## config.mk

```make
export PLATFORM = sky130hd
export DESIGN_NAME = uart_msg_tx
export DESIGN_NICKNAME = d
export VERILOG_FILES = /design/src/rtl/uart_msg_tx.sv
export SDC_FILE = /design/constraint.sdc
export NUM_CORES = 1
export LEC_CHECK = 0
export CAP_MARGIN = 10
export CORE_MARGIN = 2
export CORE_UTILIZATION = 58
export DETAILED_ROUTE_END_ITERATION = 8
export PLACE_DENSITY = 0.81
export SYNTH_ARGS = -nofsm -noshare
export SYNTH_HDL_FRONTEND = slang
export SYNTH_SLANG_ARGS = --single-unit
```

## constraint.sdc

```tcl
create_clock -name comm_clk -period 5.4 [get_ports comm_clk]
set_input_delay 1.08 -clock comm_clk [delete_from_list [all_inputs] [get_ports comm_clk]]
set_output_delay 1.08 -clock comm_clk [all_outputs]
set_load 0.005 [all_outputs]
```

## src/rtl/uart_msg_tx.sv

```systemverilog
// uart_msg_tx: builds a framed response (PONG/INFO/INVALID/NONCE/ACK) and serializes it as 8N1 UART.
// Latency: start bit of byte 0 on tx_serial the cycle after acceptance; message = bytes*10*DIV cycles.
// Backpressure: req_ready is high only when idle; req_valid while busy is ignored, nothing is queued.
//
// Ports:
//   comm_clk     sole clock
//   reset        asynchronous active-high reset (tx_serial forced high at once)
//   req_valid    response request present
//   req_ready    idle, request will be accepted on the next rising edge if req_valid
//   req_kind     0 PONG, 1 INFO, 2 INVALID, 3 NONCE, 4 ACK, 5-7 treated as INVALID
//   req_payload  32-bit payload for NONCE/ACK, sent MSB byte first
//   tx_serial    registered UART line, idle high
//   busy         message in flight (inverse of req_ready)
//   msg_done     one-cycle pulse in the cycle after the final stop bit
//
// Build option: define UART_MSG_TX_INFO_EN to enable the 16-byte INFO reply.
// Without it, kind 1 sends the INVALID frame and the byte index is only 3 bits.
module uart_msg_tx #(
  parameter int          baud_rate    = 115200,
  parameter int          sys_clk_freq = 50000000,
  parameter logic [31:0] INFO_WORD0   = 32'hdeadbeef,
  parameter logic [31:0] INFO_WORD1   = 32'h13370d13
) (
  input  logic        comm_clk,
  input  logic        reset,
  input  logic        req_valid,
  output logic        req_ready,
  input  logic [2:0]  req_kind,
  input  logic [31:0] req_payload,
  output logic        tx_serial,
  output logic        busy,
  output logic        msg_done
);

  // Cycles per UART bit; must be at least 2.
  localparam int DIV   = sys_clk_freq / baud_rate;
  localparam int CNT_W = $clog2(DIV);

`ifdef UART_MSG_TX_INFO_EN
  localparam int BYTE_W = 4;
`else
  localparam int BYTE_W = 3;
`endif

  localparam logic [2:0] K_PONG    = 3'd0;
  localparam logic [2:0] K_INFO    = 3'd1;
  localparam logic [2:0] K_INVALID = 3'd2;
  localparam logic [2:0] K_NONCE   = 3'd3;
  localparam logic [2:0] K_ACK     = 3'd4;

  typedef enum logic [1:0] {
    S_IDLE  = 2'd0,
    S_START = 2'd1,
    S_DATA  = 2'd2,
    S_STOP  = 2'd3
  } state_t;

  state_t              state_q, state_d;
  logic [CNT_W-1:0]    cnt_q, cnt_d;
  logic [2:0]          bit_q, bit_d;
  logic [BYTE_W-1:0]   byte_q, byte_d;
  logic [2:0]          kind_q;
  logic [31:0]         payload_q;
  logic                tx_q, tx_d;
  logic                done_q, done_d;
  logic                accept;

  logic [2:0]          kind_norm;
  logic [BYTE_W-1:0]   last_byte;
  logic [7:0]          cur_byte;
  logic                cnt_last;
  logic [2:0]          bit_next;

`ifndef UART_MSG_TX_INFO_EN
  // INFO words only feed the INFO frame, which is not built in this configuration.
  logic unused_info;
  assign unused_info = ^{INFO_WORD0, INFO_WORD1};
`endif

  // Fold unsupported kinds onto INVALID once, at latch time, so the
  // byte mux and length decode only ever see legal kinds.
  always_comb begin
    kind_norm = K_INVALID;
    case (req_kind)
      K_PONG:  kind_norm = K_PONG;
      K_NONCE: kind_norm = K_NONCE;
      K_ACK:   kind_norm = K_ACK;
`ifdef UART_MSG_TX_INFO_EN
      K_INFO:  kind_norm = K_INFO;
`endif
      default: kind_norm = K_INVALID;
    endcase
  end

  // Index of the final byte of the latched message.
  always_comb begin
    last_byte = BYTE_W'(7);
    case (kind_q)
      K_PONG:  last_byte = '0;
`ifdef UART_MSG_TX_INFO_EN
      K_INFO:  last_byte = BYTE_W'(15);
`endif
      default: last_byte = BYTE_W'(7);
    endcase
  end

  // Byte currently being shifted, selected from kind, index and payload.
  always_comb begin
    cur_byte = 8'h00;
    case (kind_q)
      K_PONG: cur_byte = 8'h01;
      K_NONCE, K_ACK: begin
        case (byte_q)
          BYTE_W'(0): cur_byte = 8'h08;
          BYTE_W'(3): cur_byte = {5'b0, kind_q};
          BYTE_W'(4): cur_byte = payload_q[31:24];
          BYTE_W'(5): cur_byte = payload_q[23:16];
          BYTE_W'(6): cur_byte = payload_q[15:8];
          BYTE_W'(7): cur_byte = payload_q[7:0];
          default:    cur_byte = 8'h00;
        endcase
      end
`ifdef UART_MSG_TX_INFO_EN
      K_INFO: begin
        case (byte_q)
          BYTE_W'(0):  cur_byte = 8'h10;
          BYTE_W'(4):  cur_byte = INFO_WORD0[31:24];
          BYTE_W'(5):  cur_byte = INFO_WORD0[23:16];
          BYTE_W'(6):  cur_byte = INFO_WORD0[15:8];
          BYTE_W'(7):  cur_byte = INFO_WORD0[7:0];
          BYTE_W'(8):  cur_byte = INFO_WORD1[31:24];
          BYTE_W'(9):  cur_byte = INFO_WORD1[23:16];
          BYTE_W'(10): cur_byte = INFO_WORD1[15:8];
          BYTE_W'(11): cur_byte = INFO_WORD1[7:0];
          default:     cur_byte = 8'h00;
        endcase
      end
`endif
      default: begin
        case (byte_q)
          BYTE_W'(0): cur_byte = 8'h08;
          BYTE_W'(3): cur_byte = 8'h01;
          default:    cur_byte = 8'h00;
        endcase
      end
    endcase
  end

  assign cnt_last = (cnt_q == CNT_W'(DIV - 1));
  assign bit_next = bit_q + 3'd1;

  // Next-state logic. tx_d is the line value for the cycle after this edge,
  // so each transition loads the first cycle of the next bit.
  always_comb begin
    state_d = state_q;
    cnt_d   = cnt_q;
    bit_d   = bit_q;
    byte_d  = byte_q;
    tx_d    = tx_q;
    done_d  = 1'b0;
    accept  = 1'b0;
    case (state_q)
      S_IDLE: begin
        tx_d = 1'b1;
        if (req_valid) begin
          accept  = 1'b1;
          state_d = S_START;
          tx_d    = 1'b0;
          cnt_d   = '0;
          bit_d   = '0;
          byte_d  = '0;
        end
      end
      S_START: begin
        if (cnt_last) begin
          cnt_d   = '0;
          bit_d   = '0;
          state_d = S_DATA;
          tx_d    = cur_byte[0];
        end else begin
          cnt_d = cnt_q + CNT_W'(1);
        end
      end
      S_DATA: begin
        if (cnt_last) begin
          cnt_d = '0;
          if (bit_q == 3'd7) begin
            state_d = S_STOP;
            tx_d    = 1'b1;
          end else begin
            bit_d = bit_next;
            tx_d  = cur_byte[bit_next];
          end
        end else begin
          cnt_d = cnt_q + CNT_W'(1);
        end
      end
      S_STOP: begin
        if (cnt_last) begin
          cnt_d = '0;
          if (byte_q == last_byte) begin
            state_d = S_IDLE;
            byte_d  = '0;
            tx_d    = 1'b1;
            done_d  = 1'b1;
          end else begin
            // Back-to-back bytes: next start bit follows the stop bit directly.
            byte_d  = byte_q + BYTE_W'(1);
            state_d = S_START;
            tx_d    = 1'b0;
          end
        end else begin
          cnt_d = cnt_q + CNT_W'(1);
        end
      end
      default: begin
        state_d = S_IDLE;
        tx_d    = 1'b1;
      end
    endcase
  end

  always_ff @(posedge comm_clk or posedge reset) begin
    if (reset) begin
      state_q   <= S_IDLE;
      cnt_q     <= '0;
      bit_q     <= '0;
      byte_q    <= '0;
      kind_q    <= K_PONG;
      payload_q <= '0;
      tx_q      <= 1'b1;
      done_q    <= 1'b0;
    end else begin
      state_q <= state_d;
      cnt_q   <= cnt_d;
      bit_q   <= bit_d;
      byte_q  <= byte_d;
      tx_q    <= tx_d;
      done_q  <= done_d;
      if (accept) begin
        kind_q    <= kind_norm;
        payload_q <= req_payload;
      end
    end
  end

  assign req_ready = (state_q == S_IDLE);
  assign busy      = ~req_ready;
  assign tx_serial = tx_q;
  assign msg_done  = done_q;

endmodule

```

=== After elaboration in Yosys (flattened, before gate mapping) ===
Index checks and enable logic that the tools add are counted.

* Bitwise operators: 1
* Multipliers: 0
* Magnitude comparators: 1
* Reduce and logical (&&, ||, !) cells: 12
* Divide/modulo/power cells: 0
* Add/subtract/negate cells: 3
* Multiplexer cells: 36
* Shift-type cells: 0
* Equal/unequal tests: 21

{| class="wikitable"
|+ Operators by type and width
! operator !! number
|-
| one-hot mux 8 bit (6 select lines) || 1
|-
| equality test 3 bit, second input constant || 7
|-
| two-way mux 3 bit || 7
|-
| two-way mux 9 bit || 2
|-
| one-hot mux 3 bit (3 select lines) || 2
|-
| one-hot mux 9 bit (2 select lines) || 1
|-
| one-hot mux 8 bit (2 select lines) || 1
|-
| two-way mux 1 bit || 12
|-
| inequality test 2 bit, second input constant || 6
|-
| two-way mux 2 bit || 5
|-
| AND reduction 5 bit || 2
|-
| adder 9 x 1 -> 9 bit, second input constant || 1
|-
| equality test 3 x 2 -> 1 bit, second input constant || 3
|-
| equality test 9 bit, second input constant || 1
|-
| zero test 3 bit || 3
|-
| one-hot mux 2 bit (4 select lines) || 1
|-
| one-hot mux 4 bit (2 select lines) || 1
|-
| adder 3 x 1 -> 3 bit, second input constant || 2
|-
| one-hot mux 3 bit (2 select lines) || 1
|-
| AND reduction 3 bit || 2
|-
| equality test 2 bit, second input constant || 2
|-
| less-than comparator 3 x 4 -> 1 bit, second input constant || 1
|-
| one-hot mux 1 bit (4 select lines) || 1
|-
| binary-select mux 1 bit (select 3 bit) || 1
|-
| 8 further kinds || 8
|}

* Bits in registers: 54
* Memories kept: 0
* Output and inout bits: 4
* Input port bits: 38
* Word-level logic and storage cells: 82
* ROM bits: 0
* Memory bits (writable): 0
* Latch bits: 0

=== Logic depth before layout (Yosys ltp) ===
Gate-level depths: netlist of run 1.

* Depth in word-level cells: 8
* Mapped depth: 10
* Depth with buffers taken out: 8

=== Least setup slack after synthesis of run 1 ===
Ideal clock, no wire load.

* Kind: input -> register
* Start point: input req_valid
* End point: register payload_q[10]
* Library setup time: 125 ps
* Required time: 5275 ps
* Path slack: 3253 ps
* Path buffers: 1
* Cell stages on the path: 3
* Arrival: 2022 ps
* Cells stage by stage: nand2_1 clkbuf_1 mux2_2

* Cells in the longest elaborated chain, start to end: 2

{| class="wikitable"
|+ RTL lines
! element !! RTL line !! source
|-
| start, declared || 26 || <nowiki>input logic req_valid,</nowiki>
|-
| two-way mux 1 bit || 165 || <nowiki>if (req_valid) begin</nowiki>
|-
| two-way mux 1 bit || 162 || <nowiki>case (state_q)</nowiki>
|-
| end signal, assigned || 242 || <nowiki>payload_q <= req_payload;</nowiki>
|-
| end, declared || 63 || <nowiki>logic [31:0] payload_q;</nowiki>
|}

Every way passes these cells.
A chain may end at the register's enable or synchronous reset.

=== Worst setup path in the final report of run 1 ===
* Start point: register state_q[0]
* End point: output req_ready

* Cells in the longest elaborated chain, start to end: 1

{| class="wikitable"
|+ RTL lines
! element !! RTL line !! source
|-
| start, declared || 58 || <nowiki>state_t state_q, state_d;</nowiki>
|-
| start signal, assigned || 234 || <nowiki>state_q <= state_d;</nowiki>
|-
| zero test 2 bit || 247 || <nowiki>assign req_ready = (state_q == S_IDLE);</nowiki>
|-
| end, declared || 27 || <nowiki>output logic req_ready,</nowiki>
|}

Every way passes these cells.

==> impl_metrics.yaml, run 1 <==
die:
  die_h_um: 74.7
  core_mm2: 0.00479
  start_util_pct: 60.6
  dieArea_mm2: 0.00558
  ios: 42
  rows: 25
  die_x_um: 74.7
synth:
  syn_nets: 321
  yosys.area.top_type: "dfrtp_1"
  ys_seq_elements: 54
  synth-edff-count: 0
  yosysUniqueCellTypes: 50
  syn-instance-count: 267
  yosysTopAreaCellShare_pct: 45.7
  ys.warnings.count: 0
  synth_ff_type: "dfrtp_1"
  synth_area_mm2: 0.00290
  async_flop_share_pct: 100
  synth.avg_cell_area_um2: 10.9
  ys_top_cells_by_area: "dfrtp_1 (46%), mux2_2 (13%), ha_1 (6.9%)"
  synth_most_common_cell: "dfrtp_1"
  synthTopCellsByCount: "dfrtp_1 (53), mux2_2 (33), nand2_1 (22)"
  yosysSeqAreaShare_pct: 46.7
worst_setup_path:
  crit_fanout: 10
  end_kind: "output port"
  cp.required_ps: 4320
  arrival_ps: 1840
  cp-start-kind: "flip-flop"
  crit_type: "flip-flop to output port"
sta:
  setup_viol: 0
  fin_crit_ps: 2920
  drv_slew: 0
  finalHoldViolCount: 0
  tightest_slew_ps: 449
  max_freq_mhz: 343
  tns_ps: 0
  fin_crit_sh_pct: 54.0
  skew_ps: 6.36
  maxSlewHeadroom_pct: 70.1
  rsz0062_at_grt: "no"
routing:
  highest_layer: "met4"
  drc: 0
  postRouteAntennaNets: 0
  drtIter0Drc: 94
  vias_per_cell: 5.75
  via_count: 2143
  wl_per_cell_um: 15.2
  met1_length_mm: 2.62
  wl_mm: 5.65
  met3RoutedLength_um: 221
  drt_first_pass_iters: 4
  wl_met2_mm: 2.75
run:
  max_cap_viol_count: 0
finish:
  antennaDiodeCount: 0
  num-nets-final: 359
  fin_area_mm2: 0.00344
  synthToLayoutAreaGrowth_pct: 18.7
  drive_gt1_share_pct: 18.0
  fillers: 359
clock_network:
  clkSlewWorstSetupHoldPaths_ps: 90
  tritoncts: "done"
  htree_num_levels: 2
  cts-resized-gates: 0
  clock_latency_ps: 300
  postCtsSetupBuffers: 0
  cts_buffer_depth: 2
  cts_root_buf: "clkbuf_8"
  cts_buffers: 5
  ctsHoldBuffers: 0
  cts.sinks: 54
placed_design:
  placed_area_mm2: 0.00333
  place.gp.congestion: 0.884
  dp_hpwl_mm: 4.10
  io_buffer_count: 41
global_routing:
  grt_use_total_pct: 22.1
  grt_overflow: 0
  antenna_found_initial: 0
  grt_pass1_vias: 2070
  grt_pass1_wl_mm: 9.49
  grt_max_degree: 55
power_and_ir_drop:
  power_frac_clock_pct: 33.4
  ir_drop_mv: 0.195
  p_comb_share_pct: 5.6
  p_int_uw: 521
  power-per-cell-area_mw_per_mm2: 192
  leakage_uw: 0.00153
  switching_share_pct: 21.3
  seqPwrFrac_pct: 61.0
  p_switching_uw: 141
hold_path:
  hold_class: "flip-flop to flip-flop"
status:
  status: "completed"
==> metrics by stage <==
stage                     setup slack (ps)  std cells  hold slack, ps  util [%]  total power [uW]
after CTS                             2460        372             513      71.5               669
after floorplan                       3010        267             454         -               418
after global placement                2640        364             474      69.7               448
final                                 2480        373             514      71.9               662
after global routing                  2360        373             525      71.9               690
after detailed placement              2570        364             492      69.7               448
==> power by group through the flow <==
stage          registers (uW)  logic (uW)  clock network, uW
6_report                  404        37.2                221
5_1_grt                   404        40.8                245
4_1_cts                   404        36.4                228
3_5_place_dp              412        36.2                  0
3_3_place_gp              412        36.0                  0
2_1_floorplan             412        6.30                  0
==> worst max-delay path, stage by stage, from the launching register on <==
cell             delay [ps]
dfrtp_1                 410
inv_1                   160
ha_1                    390
clkdlybuf4s50_1         580
==> layer usage <==
| layer | up-vias | global-route usage, % |
|---|---|---|
| met5 | - | 0 |
| met3 | 6 | 4.15 |
| met4 | 0 | 7.74 |
| met1 | 1040 | 30.6 |
| met2 | 57 | 35.2 |
| li1 | 1040 | - |
==> final cells by class <==
| type | count | area (um2) | share of cell area [%] |
|---|---|---|---|
| clock buffers | 6 | 72.6 | 2.11 |
| clock inverters | 2 | 13.8 | 0.400 |
| inverters | 10 | 40.0 | 1.16 |
| multi-input cells | 191 | 1440 | 41.9 |
| flip-flops and latches | 54 | 1350 | 39.3 |
| well taps | 67 | 83.8 | 2.44 |
| repair buffers | 43 | 438 | 12.7 |
==> cells by family (layout without fill, tap and decap cells) <==
group | count (synthesis) | count (layout) | synth area share (%)
AND/OR/NAND/NOR | 73 | 73 | 13.0
AO/OA/AOI/OAI | 61 | 61 | 14.5
flip-flops | 54 | 54 | 46.7
multiplexers | 34 | 34 | 13.2
buffers and inverters | 22 | 61 | 3.67
adder cells (fa/ha/maj) | 16 | 16 | 6.91
XOR/XNOR | 7 | 7 | 2.11
==> layout by cell type (no fill, tap or decap), types with 2 or more instances in the layout <==
cell             count
inv_1                8
o21ai_0             15
nand2_1             22
xnor2_1              2
o211ai_1             3
clkbuf_8             5
clkdlybuf4s50_1     41
nand3_1              9
a21o_2               2
nand4_1              7
nor3_1               3
a31oi_1              4
or3_1                4
a21oi_1             12
mux2_2              33
a222oi_1             2
nand2b_1             2
a21boi_0             2
xor2_1               5
a22oi_1              9
ha_1                16
and2_1               2
o31ai_1              2
dfrtp_1             53
nor2_1              14
==> flip-flops by register name (all words and copies together) (netlist names) <==
name and cells:
payload_q 32, cnt_q 9, bit_q 3, byte_q 3, kind_q 3, state_q 2
msg_done 1, tx_serial 1
==> final timing paths <==
path	from	to	slack, ps	cells past startpoint
max in group asynchronous	reset	bit_q[1]$_DFFE_PP0P_	3790	3
worst max register to register	byte_q[0]$_DFFE_PP0P_	tx_serial$_DFFE_PP1P_	3100	8
min in group asynchronous	reset	byte_q[2]$_DFFE_PP0P_	1090	2
worst min-delay path	bit_q[2]$_DFFE_PP0P_	bit_q[2]$_DFFE_PP0P_	510	2
worst min register to register	bit_q[2]$_DFFE_PP0P_	bit_q[2]$_DFFE_PP0P_	510	2
worst max-delay path	state_q[0]$_DFFE_PP0P_	req_ready	2480	3
Power figures use the tool's default switching activity.
==> inputs of run 2 (changes only) <==
--- a/config.mk
+++ b/config.mk
@@ -7,9 +7,9 @@
 export LEC_CHECK = 0
 export CAP_MARGIN = 10
 export CORE_MARGIN = 2
-export CORE_UTILIZATION = 58
+export CORE_UTILIZATION = 54
 export DETAILED_ROUTE_END_ITERATION = 8
-export PLACE_DENSITY = 0.81
+export PLACE_DENSITY = 0.76
 export SYNTH_ARGS = -nofsm -noshare
 export SYNTH_HDL_FRONTEND = slang
 export SYNTH_SLANG_ARGS = --single-unit
==> constraint.sdc (replaced) <==
create_clock -name comm_clk -period 2.79 [get_ports comm_clk]
set_input_delay 0.558 -clock comm_clk [delete_from_list [all_inputs] [get_ports comm_clk]]
set_output_delay 0.558 -clock comm_clk [all_outputs]
set_load 0.005 [all_outputs]
==> impl_metrics.yaml, run 2 (synthesis gave the netlist of run 1 again) <==
status:
  status: "completed"
global_routing:
  grt_max_degree: 37
  grt_overflow: 0
  grt_pass1_wl_mm: 9.98
  grt_use_total_pct: 20.8
  antenna_found_initial: 0
  grt_pass1_vias: 2150
clock_network:
  tritoncts: "done"
  cts_root_buf: "clkbuf_8"
  ctsHoldBuffers: 0
  cts-resized-gates: 0
  cts_buffer_depth: 2
  postCtsSetupBuffers: 0
  htree_num_levels: 2
  cts_buffers: 5
  clkSlewWorstSetupHoldPaths_ps: 100
  clock_latency_ps: 310
  cts.sinks: 54
finish:
  final_common_cell: "dfrtp_1"
  largest_reg_flops: 32
  antennaDiodeCount: 0
  reg_top3: "payload_q: 32 flops, cnt_q: 9 flops"
  mostFrequentLayoutCells: "dfrtp_1 (53), clkdlybuf4s50_1 (41), mux2_2 (33)"
  drive_gt1_share_pct: 18.6
  top_register: "payload_q"
  synthToLayoutAreaGrowth_pct: 19.0
  fin_area_mm2: 0.00345
  postLayoutCoreUtil_pct: 67.1
  num-nets-final: 360
worst_setup_path:
  cp.required_ps: 2230
  rr_startpoint: "byte_q[0]$_DFFE_PP0P_"
  end_kind: "output port"
  regToRegEndpoint: "tx_serial$_DFFE_PP1P_"
  cp_common_cell: "inv_1"
  path_depth: 4
  cp-start-kind: "flip-flop"
  arrival_ps: 1840
  worst_path_max_delay_cell: "clkdlybuf4s50_1"
  r2r_cells: 8
  worst_path_dominant_cell_family: "buffers and inverters"
  r2r_slack_ps: 550
  crit_type: "flip-flop to output port"
  slowest_delay_ps: 470
  cp.buffers_inverters: 3
  crit_chain: "inv_1, ha_1, inv_1, clkdlybuf4s50_1"
  crit_fanout: 10
die:
  die_x_um: 77.3
  dieArea_mm2: 0.00597
  start_util_pct: 56.4
  rows: 26
  ios: 42
  core_mm2: 0.00514
  die_h_um: 77.3
placed_design:
  dp_hpwl_mm: 4.38
  pre_cts_ws_ps: 471
  placed_area_mm2: 0.00335
  place.gp.congestion: 0.881
  io_buffer_count: 41
routing:
  drt_first_pass_iters: 5
  drtIter0Drc: 80
  met1_length_mm: 2.81
  postRouteAntennaNets: 0
  wl_met2_mm: 2.70
  highest_layer: "met4"
  vias_per_cell: 5.66
  wl_per_cell_um: 15.4
  wl_mm: 5.79
  met3RoutedLength_um: 204
  drc: 0
  via_count: 2132
sta:
  maxSlewHeadroom_pct: 70.3
  fin_ws_ps: 393
  drv_slew: 0
  fin_crit_ps: 2400
  fin_crit_sh_pct: 85.9
  finalHoldViolCount: 0
  max_freq_mhz: 417
  skew_ps: 9.12
  rsz0062_at_grt: "no"
  tns_ps: 0
  setup_viol: 0
  tightest_slew_ps: 446
power_and_ir_drop:
  p_comb_share_pct: 5.5
  leakage_uw: 0.00154
  power_frac_clock_pct: 35.0
  totalPowerFinal_uw: 1310
  ir_drop_mv: 0.228
  seqPwrFrac_pct: 59.5
  p_switching_uw: 296
  switching_share_pct: 22.6
  p_int_uw: 1020
  power-per-cell-area_mw_per_mm2: 381
hold_path:
  hold_class: "input pin to asynchronous set/reset pin"
run:
  max_cap_viol_count: 0
==> run 2: power groups by stage <==
stage                     clock (uW)  combinational, uW  sequential (uW)
after global placement             0               72.3              797
after floorplan                    0               12.2              798
final                            460               71.8              782
after CTS                        476               73.2              782
after global routing             509               79.0              782
after detailed placement           0               72.8              797
==> run 2: per-stage QoR <==
stage	instances	hold slack, ps
floorplan	267	454
global placement	369	476
detailed placement	369	495
CTS	377	506
global route	377	532
finish	377	508
==> run 2: final cells by class <==
| type | count | area, um2 |
|---|---|---|
| inverters | 10 | 40.0 |
| multi-input cells | 191 | 1440 |
| repair buffers | 44 | 433 |
| fillers | 435 | 1690 |
| clock inverters | 3 | 28.8 |
| clock buffers | 5 | 68.8 |
| flip-flops and latches | 54 | 1350 |
| well taps | 70 | 87.6 |
==> run 2: worst max path at each step <==
stage                                start                     to
floorplan            byte_q[0]$_DFFE_PP0P_  tx_serial$_DFFE_PP1P_
global placement                 req_valid   cnt_q[8]$_DFFE_PP0P_
detailed placement               req_valid  byte_q[2]$_DFFE_PP0P_
CTS                 state_q[0]$_DFFE_PP0P_                   busy
global route        state_q[0]$_DFFE_PP0P_                   busy
finish              state_q[0]$_DFFE_PP0P_                   busy
==> run 2: routing by layer <==
| metal | vias to the layer above | track usage, % |
|---|---|---|
| met5 | - | 0 |
| met4 | 0 | 6.07 |
| met3 | 7 | 3.29 |
| met2 | 46 | 31.9 |
| met1 | 1039 | 30.5 |
| li1 | 1040 | - |
